File: config.mk
export PLATFORM = sky130hd
export DESIGN_NAME = shift_deserializer
export DESIGN_NICKNAME = d
export VERILOG_FILES = /design/src/rtl/shift_pkg.sv /design/src/rtl/shift_bit_counter.sv /design/src/rtl/shift_deserializer.sv
export SDC_FILE = /design/constraint.sdc
export NUM_CORES = 1
export LEC_CHECK = 0
export CORE_ASPECT_RATIO = 0.8
export CORE_UTILIZATION = 35
export DETAILED_ROUTE_END_ITERATION = 8
export MAX_ROUTING_LAYER = met4
export SLEW_MARGIN = 20
export SYNTH_ARGS = -nofsm -noshare
export SYNTH_HDL_FRONTEND = slang
export SYNTH_SLANG_ARGS = --single-unit
File: constraint.sdc
create_clock -name clk -period 2.35 [get_ports clk]
set_input_delay 0.47 -clock clk [delete_from_list [all_inputs] [get_ports clk]]
set_output_delay 0.47 -clock clk [all_outputs]
set_load 0.02 [all_outputs]
File: src/rtl/shift_pkg.sv
// Shared definitions for the shift-register datapath: direction encodings
// and the state enums used by the serial receiver.
package shift_pkg;

    localparam logic DIR_MSB_FIRST = 1'b0;
    localparam logic DIR_LSB_FIRST = 1'b1;

    typedef enum logic {
        ST_IDLE,
        ST_SHIFT
    } asm_state_t;

    typedef enum logic {
        BUF_EMPTY,
        BUF_FULL
    } buf_state_t;

endpackage

File: src/rtl/shift_bit_counter.sv
// Modulo-WIDTH bit counter. The wrap strobe flags the increment that
// returns the count to zero, i.e. the bit that completes a word.
module shift_bit_counter #(
    parameter int WIDTH = 8
) (
    input  logic                     clk,
    input  logic                     rst,
    input  logic                     inc,
    input  logic                     clr,
    output logic [$clog2(WIDTH)-1:0] cnt,
    output logic                     wrap
);

    localparam int CW = $clog2(WIDTH);

    assign wrap = inc && (cnt == CW'(WIDTH - 1));

    always_ff @(posedge clk or posedge rst) begin
        if (rst) begin
            cnt <= '0;
        end else if (clr) begin
            cnt <= '0;
        end else if (inc) begin
            cnt <= wrap ? '0 : cnt + CW'(1);
        end
    end

endmodule

File: src/rtl/shift_deserializer.sv
// Serial-in, parallel-out receiver: assembles WIDTH-bit words MSB- or
// LSB-first into a one-entry valid/ready buffer with a sticky overrun flag.
module shift_deserializer
    import shift_pkg::*;
#(
    parameter int WIDTH = 8
) (
    input  logic                     clk,
    input  logic                     rst,
    input  logic                     s_bit,
    input  logic                     s_valid,
    input  logic                     lsb_first,
    input  logic                     clear,
    output logic [WIDTH-1:0]         q,
    output logic                     q_valid,
    input  logic                     q_ready,
    output logic                     busy,
    output logic [$clog2(WIDTH)-1:0] bit_cnt,
    output logic                     overrun
);

    logic [WIDTH-1:0] sr;
    logic [WIDTH-1:0] shifted;
    asm_state_t       st;
    buf_state_t       buf_st;
    logic             dir;
    logic             dir_eff;
    logic             accept;
    logic             wrap;
    logic             done;
    logic             handshake;

    // The first bit of a word uses the live direction input; later bits use the latch.
    assign accept    = s_valid && !clear;
    assign dir_eff   = (st == ST_IDLE) ? lsb_first : dir;
    assign shifted   = (dir_eff == DIR_LSB_FIRST) ? {s_bit, sr[WIDTH-1:1]}
                                                  : {sr[WIDTH-2:0], s_bit};
    assign done      = accept && wrap;
    assign handshake = (buf_st == BUF_FULL) && q_ready;

    shift_bit_counter #(
        .WIDTH(WIDTH)
    ) u_bit_counter (
        .clk  (clk),
        .rst  (rst),
        .inc  (accept),
        .clr  (clear),
        .cnt  (bit_cnt),
        .wrap (wrap)
    );

    always_ff @(posedge clk or posedge rst) begin
        if (rst) begin
            st  <= ST_IDLE;
            dir <= DIR_MSB_FIRST;
            sr  <= '0;
        end else if (clear) begin
            st <= ST_IDLE;
            sr <= '0;
        end else if (s_valid) begin
            sr <= shifted;
            case (st)
                ST_IDLE: begin
                    dir <= lsb_first;
                    st  <= ST_SHIFT;
                end
                ST_SHIFT: begin
                    if (wrap) begin
                        st <= ST_IDLE;
                    end
                end
                default: st <= ST_IDLE;
            endcase
        end
    end

    // A completing word may replace a buffered one only if that one drains on the same edge.
    always_ff @(posedge clk or posedge rst) begin
        if (rst) begin
            buf_st  <= BUF_EMPTY;
            q       <= '0;
            overrun <= 1'b0;
        end else begin
            if (done) begin
                if (buf_st == BUF_EMPTY || q_ready) begin
                    q      <= shifted;
                    buf_st <= BUF_FULL;
                end else begin
                    overrun <= 1'b1;
                end
            end else if (handshake) begin
                buf_st <= BUF_EMPTY;
            end
            if (clear) begin
                overrun <= 1'b0;
            end
        end
    end

    assign q_valid = (buf_st == BUF_FULL);
    assign busy    = (st == ST_SHIFT);

endmodule

==> metrics.md <==
| Metric | Value |
|---|---|
| Status | finished, final reports clean |
| Finished Layout Cells | 155 |
| DRT Pass-1 Iters | 4 |
| Setup TNS Final | 0 ps |
| Worst path cell trace | clkdlybuf4s50_1 |
| Final Max Slew Viols | 0 |
| WP data arrival | 1340 ps |
| Worst path max stage delay | 640 ps |
| Buffers on Ports | 20 |
| Max-Cap Viols | 0 |
| Max Freq | 0.5514 GHz |
| Max clock buf depth | 2 |
| Peak VDD IR | 427.0 uV |
| # setup viols final | 0 |
| WP depth | 1 |
| GRT Total Usage | 14.98% |
| R2R Path End | q[0] |
| Die height | 51.10 um |
| Core area | 2808 sq um |
| Cell row count | 17 |
| R2R depth | 6 |
| GP Congestion | 0.7114 |
| Syn Nets | 101 |
| Normalized max-slew margin | 78.97% |
| ANT nets after route | 0 |
| Min-delay src | q[4] |
| Clock insertion delay at the later pin of the skew report | 260 ps |
| CTS sink cnt | 23 |
| Worst slew pin tran | 314.8 ps |
| Worst Path Class, Setup | register to primary output |
| Largest net degree at the start of global routing | 24 |
| First-pass GRT wire length | 3.539 mm |
| R2R setup slack | 710 ps |
| Synth warnings | 0 |
| Leak pwr | 0.6393 nW |
| Buf+Inv Stages, Crit Path | 1 |
| Share of layout cells above drive strength 1 | 11.11% |
| Syn-to-layout area delta | 30.01% |
| Crit-path slowest cell | clkdlybuf4s50_1 |
| Syn_area_per_cell | 11.46 sq um |
| CTS root buffer | clkbuf_8 |
| Final period util | 77.17% |
| I/O Pins | 21 |
| Routed vias/inst | 4.774 |
| Yosys top cell area share | 54.57% |
| Cts repair resizes | 0 |
| Vias in the first global route | 732 |
| Via Count | 740 |
| Initial cell density of the core | 37.57% |
| Endpoint type of the worst setup path | primary output |
| Inserted Diodes | 0 |
| Min Clock Period, post-route | 1814 ps |
| Worst Clk Skew | 6.386 ps |
| WL per Instance | 12.86 um |
| # H-tree levels | 1 |
| Final Core Density | 48.84% |
| PwrDens | 566.6 nW/um^2 |
| Total Nets Final | 127 |
| Die X | 63.38 um |
| Drt drc | 0 |
| Cell area after synthesis | 1055 sq um |
| Routed wire length | 1.993 mm |
| CP required | 1880 ps |
| Yosys cell types | 21 |
| Sequential share of the synthesized area | 54.57% |
| Worst setup startpoint | busy |
| RSZ-0062 raised after global routing | no |
| Initial antenna violation count | 0 |
| Maximum fanout along the worst path | 4 |
| Post-CTS Hold Buffers | 0 |
| Largest area contributor in the netlist | dfrtp_1 |
| Die area | 3238 sq um |
| TritonCTS clock tree | done |
| 1st-iter DRT viols | 17 |
| R2R Path Start | u_bit_counter.cnt[0] |
| Final number of hold-violating endpoints | 0 |
| Overall power | 777.0 uW |
| CP Launch Type | register |
| #FFs+latches synth | 23 |
| GRT overflow | 0 |
| Num CTS Buffers | 3 |
| Post-DP HPWL | 1.441 mm |
| Fill cell count | 276 |
| Hold Path Sink | q[4] |
| Setup bufs post-CTS | 0 |
| Worst hold path type | register to register |
| CTS clk-pin slew, worst paths | 80 ps |
| Hold path depth | 2 |
| Synth area leaders | dfrtp_1 55%, mux2i_1 14%, a211oi_1 5.0% |
| # placed instances | 151 |
| Post-Syn Instances | 92 |
| CP delay by family, top | buffers and inverters |
==> stage by stage <==
step	hold WS [ps]	setup WS [ps]	cell area, sq um
2_1_floorplan	471.9	541.0	1055
3_3_place_gp	480.2	533.1	1325
3_5_place_dp	512.8	487.5	1325
4_1_cts	529.7	523.5	1371
5_1_grt	560.1	484.7	1371
6_report	521.3	536.4	1371
==> worst max path at each step <==
stage            end  slack [ps]
6_report        busy         540
3_5_place_dp   sr[3]         490
2_1_floorplan   q[6]         540
3_3_place_gp    q[3]         530
4_1_cts         busy         520
5_1_grt         busy         480
==> sequential cells by signal (all words and copies together), names as in the netlist <==
register / flops
sr: 8
overrun: 1
dir: 1
q_valid: 1
u_bit_counter.cnt: 3
q: 8
busy: 1
==> placed cells by master (no fill, tap or decap), drive strengths merged, types with 2 or more instances in the layout <==
master and count:
clkdlybuf4s50 20, nor2 13, dfrtp 23, buf 5, nand2 3, o21ai 2
mux2i 16, ha 2, a211oi 7, inv 9, mux2 2, a21oi 2
clkbuf 3
==> logic make-up (layout without fill, tap and decap cells) <==
family                     Yosys count  in the layout  synth area share (%)
AOI/OAI and AO/OA                   14             14                 8.898
and+or+nand+nor                     22             22                 10.32
muxes                               18             18                 19.22
buffers and inverters               13             38                 4.626
DFF                                 23             23                 54.57
adders and majority gates            2              2                 2.372
==> layer usage <==
metal / GRT usage (%) / vias up / wire length, um
li1: - / 365 / -
met1: 20.23 / 360 / 1016
met2: 22.52 / 13 / 897
met3: 4.018 / 2 / 70
met4: 3.409 / 0 / 9
met5: - / - / 0
==> cells in the mapped netlist <==
cell type and instances:
mux2_4 2, o21bai_1 1, dfrtp_1 23, nor2b_1 1, o21a_1 1, a21oi_1 2
o21ai_0 2, mux2i_4 1, a211oi_1 7, nand2_1 3, nor3_4 1, mux2i_1 15
nand3b_1 1, clkbuf_1 4, nor2_1 13, inv_1 9, ha_1 2, nor3b_1 1
a31oi_1 1, nand3_1 1, nand2b_1 1
==> power breakdown <==
group / internal [mW] / total [mW] / switching [mW]
registers: 0.412 / 0.427 / 0.0147
clock network: 0.118 / 0.243 / 0.124
logic: 0.0519 / 0.108 / 0.0557
total: 0.582 / 0.777 / 0.195
==> area by class of cell <==
type / count / area [sq um] / share of cell area (%)
tap: 38 / 47.55 / 3.467
clock buffer: 3 / 41.29 / 3.011
multi-input combinational: 56 / 430.4 / 31.39
clock inverter: 1 / 5.005 / 0.3650
timing repair buffer: 25 / 237.7 / 17.34
sequential: 23 / 575.6 / 41.97
inverter: 9 / 33.78 / 2.463
Power figures use the tool's default switching activity.
